### src/rtl/cm0_dap_sw_cdc_capt_ctrl.sv
// Receive-side 4-phase handshake controller for the DAP serial-wire CDC.
// Synchronises REQ and waits for it to settle. It then issues a one-cycle
// REGEN to the capture bank, raises ACK and pulses VALID to local logic.
//
// state      | meaning
// -----------+-------------------------------------------------------------
// ST_DRAIN   | after reset; wait for req_s low so an in-flight request is
//            | not captured twice
// ST_IDLE    | waiting for a synchronised request
// ST_SETTLE  | request seen; counting extra settle cycles
// ST_WAITRDY | waiting for the local consumer to accept new data
// ST_CAPT    | REGEN high for exactly this cycle
// ST_ACKHI   | ACK high; VALID on the first cycle; wait for request release
module cm0_dap_sw_cdc_capt_ctrl #(
  parameter bit PRESENT     = 1'b1,
  parameter int SYNC_STAGES = 2,
  parameter int SETTLE      = 0
) (
  input  logic REGCLK,
  input  logic REGRESET,
  input  logic REQ,
  input  logic LOCALRDY,
  output logic REGEN,
  output logic ACK,
  output logic VALID,
  output logic BUSY
);

  generate
    if (PRESENT) begin : g_ctrl
      typedef enum logic [2:0] {
        ST_DRAIN,
        ST_IDLE,
        ST_SETTLE,
        ST_WAITRDY,
        ST_CAPT,
        ST_ACKHI
      } state_t;

      localparam logic [1:0] SETTLE_INIT = 2'(SETTLE);

      state_t                 state;
      logic [SYNC_STAGES-1:0] sync;
      logic                   req_s;
      logic [1:0]             cnt;

      // Request synchroniser; resets to 1 so a request held through reset
      // is seen as still present and drained rather than captured.
      always_ff @(posedge REGCLK) begin
        if (REGRESET) sync <= '1;
        else          sync <= {sync[SYNC_STAGES-2:0], REQ};
      end

      assign req_s = sync[SYNC_STAGES-1];

      // Handshake FSM with all outputs registered from the next state.
      always_ff @(posedge REGCLK) begin
        if (REGRESET) begin
          state <= ST_DRAIN;
          cnt   <= 2'd0;
          REGEN <= 1'b0;
          ACK   <= 1'b0;
          VALID <= 1'b0;
          BUSY  <= 1'b0;
        end else begin
          REGEN <= 1'b0;
          VALID <= 1'b0;
          case (state)
            ST_DRAIN: begin
              if (!req_s) state <= ST_IDLE;
            end
            ST_IDLE: begin
              if (req_s) begin
                cnt  <= SETTLE_INIT;
                BUSY <= 1'b1;
                if (SETTLE_INIT == 2'd0) state <= ST_WAITRDY;
                else                     state <= ST_SETTLE;
              end
            end
            ST_SETTLE: begin
              // Counter holds at zero; a count of 0 or 1 both leave SETTLE.
              if (cnt != 2'd0) cnt <= cnt - 2'd1;
              if (cnt <= 2'd1) state <= ST_WAITRDY;
            end
            ST_WAITRDY: begin
              if (LOCALRDY) begin
                state <= ST_CAPT;
                REGEN <= 1'b1;
              end
            end
            ST_CAPT: begin
              state <= ST_ACKHI;
              ACK   <= 1'b1;
              VALID <= 1'b1;
            end
            ST_ACKHI: begin
              if (!req_s) begin
                state <= ST_IDLE;
                ACK   <= 1'b0;
                BUSY  <= 1'b0;
              end
            end
            default: begin
              state <= ST_DRAIN;
              ACK   <= 1'b0;
              BUSY  <= 1'b0;
            end
          endcase
        end
      end

`ifdef ARM_ASSERT_ON
      // Request withdrawn before capture is a foreign-side protocol error.
      req_drop_chk: assert property (@(posedge REGCLK) disable iff (REGRESET)
        !(((state == ST_SETTLE) || (state == ST_WAITRDY)) && !req_s));
      // Load enable and acknowledge are mutually exclusive.
      regen_ack_chk: assert property (@(posedge REGCLK) disable iff (REGRESET)
        !(REGEN && ACK));
`endif
    end else begin : g_absent
      // Block removed: outputs tied low, no state.
      assign REGEN = 1'b0;
      assign ACK   = 1'b0;
      assign VALID = 1'b0;
      assign BUSY  = 1'b0;
    end
  endgenerate

endmodule

### config.mk
export PLATFORM = sky130hd
export DESIGN_NAME = cm0_dap_sw_cdc_capt_ctrl
export DESIGN_NICKNAME = d
export VERILOG_FILES = /design/src/rtl/cm0_dap_sw_cdc_capt_ctrl.sv
export SDC_FILE = /design/constraint.sdc
export NUM_CORES = 1
export LEC_CHECK = 0
export CAP_MARGIN = 10
export CORE_MARGIN = 2
export CORE_UTILIZATION = 30
export CTS_CLUSTER_DIAMETER = 40
export DETAILED_ROUTE_END_ITERATION = 8
export SETUP_SLACK_MARGIN = 0.4
export SLEW_MARGIN = 15
export SYNTH_ARGS = -nofsm -noshare
export SYNTH_HDL_FRONTEND = slang
export SYNTH_SLANG_ARGS = --single-unit
### constraint.sdc
create_clock -name REGCLK -period 2.4 [get_ports REGCLK]
set_input_delay 0.48 -clock REGCLK [delete_from_list [all_inputs] [get_ports REGCLK]]
set_output_delay 0.48 -clock REGCLK [all_outputs]
set_load 0.05 [all_outputs]
# Word level (Yosys, flattened, before mapping)
# Index checks and enable logic that the tools add are counted.
[op_classes] mux=14 add_sub_neg=1 order_cmp=1 bitwise=3 reduce_logical=11 n_eq_ne=11
[op_table] cell="$pmux W3 S5" n=1
[op_table] cell="$mux W3" n=4
[op_table] cell="$ne A2 B2 Y1 const B" n=6
[op_table] cell="$reduce_or A4 Y1" n=2
[op_table] cell="$eq A3 B2 Y1 const B" n=2
[op_table] cell="$eq A3 B3 Y1 const B" n=2
[op_table] cell="$pmux W1 S3" n=2
[op_table] cell="$reduce_and A3 Y1" n=2
[op_table] cell="$mux W1" n=4
[op_table] cell="$mux W2" n=2
[op_table] cell="$pmux W2 S2" n=1
[op_table] cell="$reduce_and A4 Y1" n=1
[op_table] cell="$reduce_bool A2 Y1" n=2
[op_table] cell="$reduce_or A2 Y1" n=2
[op_table] cell="$eq A3 B1 Y1 const B" n=1
[op_table] cell="$logic_not A3 Y1" n=1
[op_table] cell="$not A1 Y1" n=3
[op_table] cell="$le A2 B1 Y1 const B" n=1
[op_table] cell="$reduce_and A2 Y1" n=1
[op_table] cell="$sub A2 B1 Y2 const B" n=1
[word_totals] regBits=11 inputBits=4 out_inout_bits=4 word_cells=48

# Longest topological paths before layout
# Gate-level depths: netlist of the first run.
[depth] depth_word=4 mapped_depth=5 depth_no_buf=5

# Worst setup path before layout of the first run
# OpenSTA, ideal clock, no wires.
[synth_path] path_kind="reg-to-reg" startpoint="register g_ctrl.cnt[0]" endpoint="register g_ctrl.cnt[1]" setup_ns=0.070 stages_incl_launch_ff=6 arrival_ns=1.638 setup_slack_ns=0.693 synth_period_minus_slack_ns=1.707 cell_sequence="dfxtp_1 > inv_1 > ha_1 > or4b_4 > or4b_1 > a21oi_1"
[synth_via] elab_chain_len=3 elab_cells_between_ends=6 classes_between="add/sub: 1; eq/ne: 1; mux: 2; reduce/logical: 2"
[synth_lines] item="start: declaration" line_no="45" source="logic [1:0] cnt;"
[synth_lines] item="start signal: assignment" line_no="82" source="if (cnt != 2'd0) cnt <= cnt - 2'd1;"
[synth_lines] item="$sub A2 B1 Y2 or $reduce_bool A2 Y1 (tied branches)" line_no="82"
[synth_lines] item="$mux W2 or $ne A2 B2 Y1 (tied branches)"
[synth_lines] item="$pmux W2 S2 or $reduce_and A3 Y1 (tied branches)"
# Several ways; a longest one is shown, not always the timed one. The select of a mux whose other input is x is not followed.
# A chain may end at the register's enable or synchronous reset.

# Worst setup path after layout of the first run
[layout_path] startpoint="register BUSY" endpoint="output BUSY"
[layout_lines] item="start: declaration" line_no="26" source="output logic BUSY"
[layout_lines] item="start signal: assignment" line_no="64" source="BUSY <= 1'b0;"
[layout_lines] item="start signal: assignment" line_no="75" source="BUSY <= 1'b1;"
[layout_lines] item="start signal: assignment" line_no="100" source="BUSY <= 1'b0;"
# No word-level cell between the ends.

==> results.md, run 1 <==
- Final Skew: 0.003097 ns
- Cell family with the largest share of critical-path delay: buffers and inverters
- Comb pwr share: 0.156
- Hold Path Depth: 1
- Seq/Total Area, Yosys: 0.4444
- Hold Path Origin: g_ctrl.sync[0]$_SDFF_PP1_
- Via Count: 371
- Pin count of the biggest net entering global routing: 13
- Min Clock Period, post-route: 1.895 ns
- Slew Viols, Final: 0
- Max-cap violations: 0
- Final Hold Vio Count: 0
- Post-synth EDFFs: 0
- First drt pass iteration count: 3
- Part of the power in registers: 0.527
- Final WL: 867 microns
- Final setup violation count: 0
- CP bufs+invs: 1
- Internal: roughly 0.00029 W
- P&R area growth vs syn: 20.45%
- Top-count cell post-synth: dfxtp_1
- Initial Util: 0.3251
- Final HPWL DP: 603.8 microns
- DRT antenna net count: 0
- Crit path cell chain: clkdlybuf4s50_1
- Design Area, Final: a little under 600 sq um
- RSZ-0062 raised after global routing: false
- Fmax: 0.5278 GHz
- Worst r2r path cells: 5
- Top cells by area, synth: dfxtp_1, a21oi_1, ha_1
- Chip width: 44.64 microns
- Hold EP: g_ctrl.sync[1]$_SDFF_PP1_
- Slowest cell on the critical path: clkdlybuf4s50_1
- Placed cell areas: 570.5 sq um
- CTS buffer count: 3
- NetSw: 0.0001076 W
- Vias in the first global route: 337
- DIE HEIGHT: 44.64 microns
- Drt drc: 0
- Most area-hungry cell type in the Yosys netlist: dfxtp_1
- Worst Max-Slew Pin Slew: 0.4903 ns
- Lkg Pwr: 0.2293 nW
- R2r endpoint: g_ctrl.cnt[1]$_SDFFE_PP0P_
- Post-Synthesis Cells: 53
- Post-CTS setup buffers: 0
- Hold/Removal Path Class: reg -> reg
- Final nets: 68
- Worst-Skew Late Latency: 0.26 ns
- Initial drt markers: 6
- Crit. End Element: primary output
- Final period util: 0.7894
- GRT overflow: 0
- Syn_nets: roughly 60
- Commonest cells post-synth: dfxtp_1, a21oi_1, inv_1, nor2_1
- Max-slew headroom: 0.6721
- Hold_buf cts: 0
- Setup_tns: 0 ns
- R2r startpoint: g_ctrl.cnt[0]$_SDFFE_PP0P_
- Pwr/cell area: 662.7 nW/um^2
- Port bufs: 7
- CP startpoint kind: register
- CTS tree: done
- Worst EP required: approximately 1.9 ns
- Switching share of power: 0.2721
- Yosys top cell area share: 0.4444
- First-pass GRT wire length: between 1000 and 1500 microns
- # rows: 14
- I/O pins: 8
- Cts repair resizes: 0
- Status: completed
- Peak supply drop: 0.3345 mV
- Sink Count: 11
- CP arrival: 1.41 ns
- Synth Warn #: 0
- Top FF cell, synth: dfxtp_1
- CP max stage delay: 0.81 ns
- Cell Area, Synth: 495.5 sq um
- Unique cell type count in the Yosys netlist: 27
- H-tree depth: 1
- Synth Area per Inst: between 9 and 10 sq um
- Initial antenna violation count: 0
- Reg-to-reg slack, setup: 0.59 ns
- Clk slew on worst S/H paths: 0.07 ns
- Critical path class: reg -> out
- GP Congestion: 0.7060
- Core area: about 1500 sq um
- Share of layout cells above drive strength 1: 0.1311
- Clk buf depth: 2
- Post-synth ARST share: 0
- Root buffer cell: clkbuf_4
- Clk pwr share: 0.317
- Synth Register Bits: 11
- N_diodes: 0
- WL per Instance: ~11 microns
- Die Area: 1993 sq um
- Gr usage total: 0.09975
- Worst-path maximum fanout: 3
- Vias per cell: 4.818
==> sequential cells by signal (all words and copies together), names as in the netlist <==
signal	flops
g_ctrl.state	3
g_ctrl.sync	2
REGEN	1
g_ctrl.cnt	2
ACK	1
VALID	1
BUSY	1
==> final cells by class <==
cell class	count	area [sq um]
Timing Repair Buffer	7	70.07
Tap cell	16	20.02
Sequential cell	11	220.2
Clock buffer	4	26.28
Fill cell	156	927.1
Multi-Input combinational cell	36	249.0
Inverter	3	11.26
==> layer usage <==
metal | up-vias | wire, microns | GRT usage
met5 | - | 0 | 0
met4 | 0 | 4 | 0.07273
met3 | 2 | 35 | 0.02449
met2 | 6 | 353 | 0.1391
met1 | 162 | 474 | 0.1315
li1 | 201 | - | -
==> power by group through the flow <==
stage / Clock, W / Combinational (W) / Sequential [W]
floorplan: 0 / 0.0000396 / 0.000216
global placement: 0 / 0.0000616 / 0.000212
detailed placement: 0 / 0.0000618 / 0.000212
CTS: 0.000131 / 0.0000621 / 0.000208
global route: 0.000135 / 0.0000671 / 0.000211
finish: 0.000126 / 0.0000617 / 0.000208
==> how the worst max path moves through the flow <==
stage                               start                          to  slack [ns]  depth (start not counted)
2_1_floorplan  g_ctrl.cnt[0]$_SDFFE_PP0P_  g_ctrl.cnt[1]$_SDFFE_PP0P_        0.69                          5
3_3_place_gp   g_ctrl.cnt[1]$_SDFFE_PP0P_  g_ctrl.cnt[1]$_SDFFE_PP0P_        0.66                          5
3_5_place_dp   g_ctrl.cnt[0]$_SDFFE_PP0P_  g_ctrl.cnt[1]$_SDFFE_PP0P_        0.62                          5
4_1_cts                 BUSY$_SDFFE_PP0P_                        BUSY        0.49                          1
5_1_grt                 BUSY$_SDFFE_PP0P_                        BUSY        0.45                          1
6_report                BUSY$_SDFFE_PP0P_                        BUSY        0.51                          1
==> cells in the final DEF (no fill, tap or decap), types with 2 or more instances in the layout <==
| master | instances |
|---|---|
| dfxtp_1 | 11 |
| clkdlybuf4s50_1 | 7 |
| a21oi_1 | 6 |
| inv_1 | 3 |
| nor2_1 | 3 |
| clkbuf_4 | 3 |
| nand3_1 | 2 |
| or2_2 | 2 |
| nand3b_1 | 2 |
| o21ai_0 | 2 |
| nand2_1 | 2 |
| ha_1 | 2 |
==> metrics by stage <==
step / util / setup WS (ns) / instances / total power, W / hold WS, ns
after floorplan: - / 0.6927 / 53 / 0.0002557 / 0.3895
after global placement: 0.3744 / 0.6571 / 73 / 0.0002739 / 0.4039
after detailed placement: 0.3744 / 0.6159 / 73 / 0.0002741 / 0.3980
after CTS: 0.3916 / 0.4883 / 77 / 0.0004011 / 0.4177
after global routing: 0.3916 / 0.4499 / 77 / 0.0004125 / 0.4256
final: 0.3916 / 0.5054 / 77 / 0.0003955 / 0.4128
==> logic make-up after synthesis <==
logic type | after synthesis | synth area share
AO/OA/AOI/OAI | 12 | 0.1515
adder cells (fa/ha/maj) | 2 | 0.05050
buffers and inverters | 6 | 0.05304
flip-flops | 11 | 0.4444
AND/OR/NAND/NOR | 22 | 0.3005
(Power assumes the default switching activity.)
==> inputs of run 2 (changes only) <==
- clock period: 2.4 -> 1.78 ns (I/O delays scaled with it)
==> run 2 against run 1 <==
Count of clock-buffer cells in the layout is the same. First-iteration DRC count shrank 50%. Routed wire length grew 34%. Die area is the same. Global-route usage grew 2.6 points. Clock power grew 35%. Utilization grew 7.5 points. Critical path type is now reg -> reg. Critical endpoint is now g_ctrl.state[0]$_SDFFE_PP0P_. Largest cell class unchanged. Highest routed layer is now met3.
==> results.md, run 2 (synthesis results as in run 1) <==
- Worst-path maximum fanout: 3 (unchanged)
- CP startpoint kind: register
- Initial drt markers: 3 (-3)
- Initial Util: 0.3251 (unchanged)
- Max-slew headroom: 0.7413 (+0.06915)
- Root buffer cell: clkbuf_4
- Min Clock Period, post-route: 1.728 ns
- DRT antenna net count: 0 (unchanged)
- Sink Count: 11 (unchanged)
- Final HPWL DP: 614.1 microns (+1.7%)
- GP Congestion: 0.7170 (+1.6%)
- Hold/Removal Path Class: reg -> reg
- Pwr/cell area: 769.6 nW/um^2 (+16%)
- Reg with most FFs: g_ctrl.state
- P&R area growth vs syn: 43.43%
- Pin count of the biggest net entering global routing: 12 (-1)
- Worst-Skew Late Latency: 0.27 ns (about the same)
- Most frequent cells in the layout: buf_4, dfxtp_1, a21oi_1
- Final WL: 1163 microns (+34%)
- Crit. End Element: register
- Final Hold Vio Count: 0 (unchanged)
- Vias per cell: 5.023 (+4.2%)
- Worst EP required: 1.95 ns (+0.03 ns)
- Fmax: between 0.5 and 0.6 GHz
- Clk slew on worst S/H paths: 0.07 ns (about the same)
- Port bufs: 7 (unchanged)
- Via Count: 442 (+19%)
- N_diodes: 0 (unchanged)
- Peak supply drop: 0.4702 mV (+41%)
- Final setup violation count: 0 (unchanged)
- Die Area: 1993 sq um (unchanged)
- Clk buf depth: 2 (unchanged)
- Initial antenna violation count: 0 (unchanged)
- WL per Instance: 13.22 microns (+17%)
- CP arrival: 1.90 ns (+0.49 ns)
- GRT overflow: 0 (unchanged)
- First-pass GRT wire length: 1745 microns (+26%)
- Status: completed
- RSZ-0062 raised after global routing: true
- First drt pass iteration count: 4 (+1)
- I/O pins: 8 (unchanged)
- # rows: 14 (unchanged)
- Share of layout cells above drive strength 1: 0.4167 (+0.2855)
- Gr usage total: 0.1258 (+0.02609)
- # fillers: 144 (-7.7%)
- Critical path class: reg -> reg
- Slew Viols, Final: 0 (unchanged)
- DIE HEIGHT: 44.64 microns (unchanged)
- Core area: 1524 sq um (unchanged)
- Footprint of the multi-input gates: 284.0 sq um (+14%)
- Final nets: 79 (+16%)
- Worst Max-Slew Pin Slew: 0.3869 ns (-0.1034 ns)
- Final period util: 0.9708
- Max-cap violations: 0 (unchanged)
- Drt drc: 0 (unchanged)
- CTS buffer count: 3 (unchanged)
- Most common cell after layout, fill and taps aside: buf_4
- Max FFs per register: 3 (unchanged)
- Post-layout power: 0.0005469 W (+38%)
- Register Area: 222.7 sq um (+1.1%)
- Lkg Pwr: 0.2901 nW (+27%)
- Chip width: 44.64 microns (unchanged)
- Setup_tns: 0 ns (unchanged)
- Vias in the first global route: 397 (+18%)
- Top flop regs: g_ctrl.state (3), g_ctrl.cnt (2), g_ctrl.sync (2)
- H-tree depth: 1 (unchanged)
- Final hold slack: 0.4082 ns (-0.004530 ns)
- CTS tree: done
- Final Skew: 0.002514 ns (-0.0005829 ns)
[run 2: cell types whose count changed in the layout (fill, tap and decap cells not counted), sizes merged]
cell           delta
buf              +15
clkdlybuf4s50     -4
[run 2: path summary, 6_finish.rpt]
| path | cells after the start | end | start | slack [ns] |
|---|---|---|---|---|
| max | 10 | g_ctrl.state[0]$_SDFFE_PP0P_ | g_ctrl.cnt[1]$_SDFFE_PP0P_ | 0.05 |
| min | 1 | g_ctrl.sync[1]$_SDFF_PP1_ | g_ctrl.sync[0]$_SDFF_PP1_ | 0.41 |
| max reg2reg | 10 | g_ctrl.state[0]$_SDFFE_PP0P_ | g_ctrl.cnt[1]$_SDFFE_PP0P_ | 0.05 |
| min reg2reg | 1 | g_ctrl.sync[1]$_SDFF_PP1_ | g_ctrl.sync[0]$_SDFF_PP1_ | 0.41 |
[run 2: stage by stage]
stage,cells,setup WS (ns),util,cell area [sq um]
3_5_place_dp,76,0.02070,0.3834,584.3
4_1_cts,88,0.07391,0.4647,708.2
6_report,88,0.05206,0.4663,710.7
5_1_grt,88,0.02757,0.4663,710.7
2_1_floorplan,53,0.1113,-,496.7
3_3_place_gp,76,0.06139,0.3834,584.3
[run 2: layout make-up]
cell class	count	share of cell area
flip-flops and latches	11	0.3134
well taps	16	0.02817
clock buffers	4	0.03697
repair buffers	18	0.2060
multi-input cells	36	0.3996
inverters	3	0.01585
[run 2: layer usage]
| layer | global-route usage | vias up | part of all wire | wire length, microns |
|---|---|---|---|---|
| met5 | 0 | - | 0 | 0 |
| met4 | 0.03636 | 0 | 0 | 0 |
| met3 | 0.06122 | 0 | 0.054 | 63 |
| met2 | 0.2058 | 13 | 0.48 | 559 |
| met1 | 0.1443 | 209 | 0.46 | 539 |
| li1 | - | 220 | - | - |
[run 2: critical path: stages, from the launching register on]
cell and delay, ns:
dfxtp_2 0.36, inv_2 0.06, buf_4 0.13, buf_4 0.12, buf_4 0.12, buf_4 0.12
buf_4 0.12, buf_4 0.12, ha_2 0.16, a2bb2oi_1 0.14, o21a_1 0.17
[run 2: repair_timing]
item | CTS | global route
setup buffers | 8 | 0
gates cloned | 0 | 0
endpoints found under the setup margin | 2 | 3
hold endpoints to repair | 0 | 0
resized for setup | 8 | 1
hold buffers | 0 | 0
pin swaps | 2 | 0
[run 2: power breakdown]
| part | leakage (nW) | internal, W | total, W | switching, W |
|---|---|---|---|---|
| combinational | 0.184 | 0.0000486 | 0.000109 | 0.0000601 |
| sequential | 0.0908 | 0.000260 | 0.000268 | 0.00000813 |
| clock | 0.0150 | 0.0000868 | 0.000170 | 0.0000832 |
==> inputs of run 3 (changes only) <==
- HOLD_SLACK_MARGIN: not set -> 0.1
==> results of run 3 <==
Final layout, timing and power as in run 2 (identical DEF).
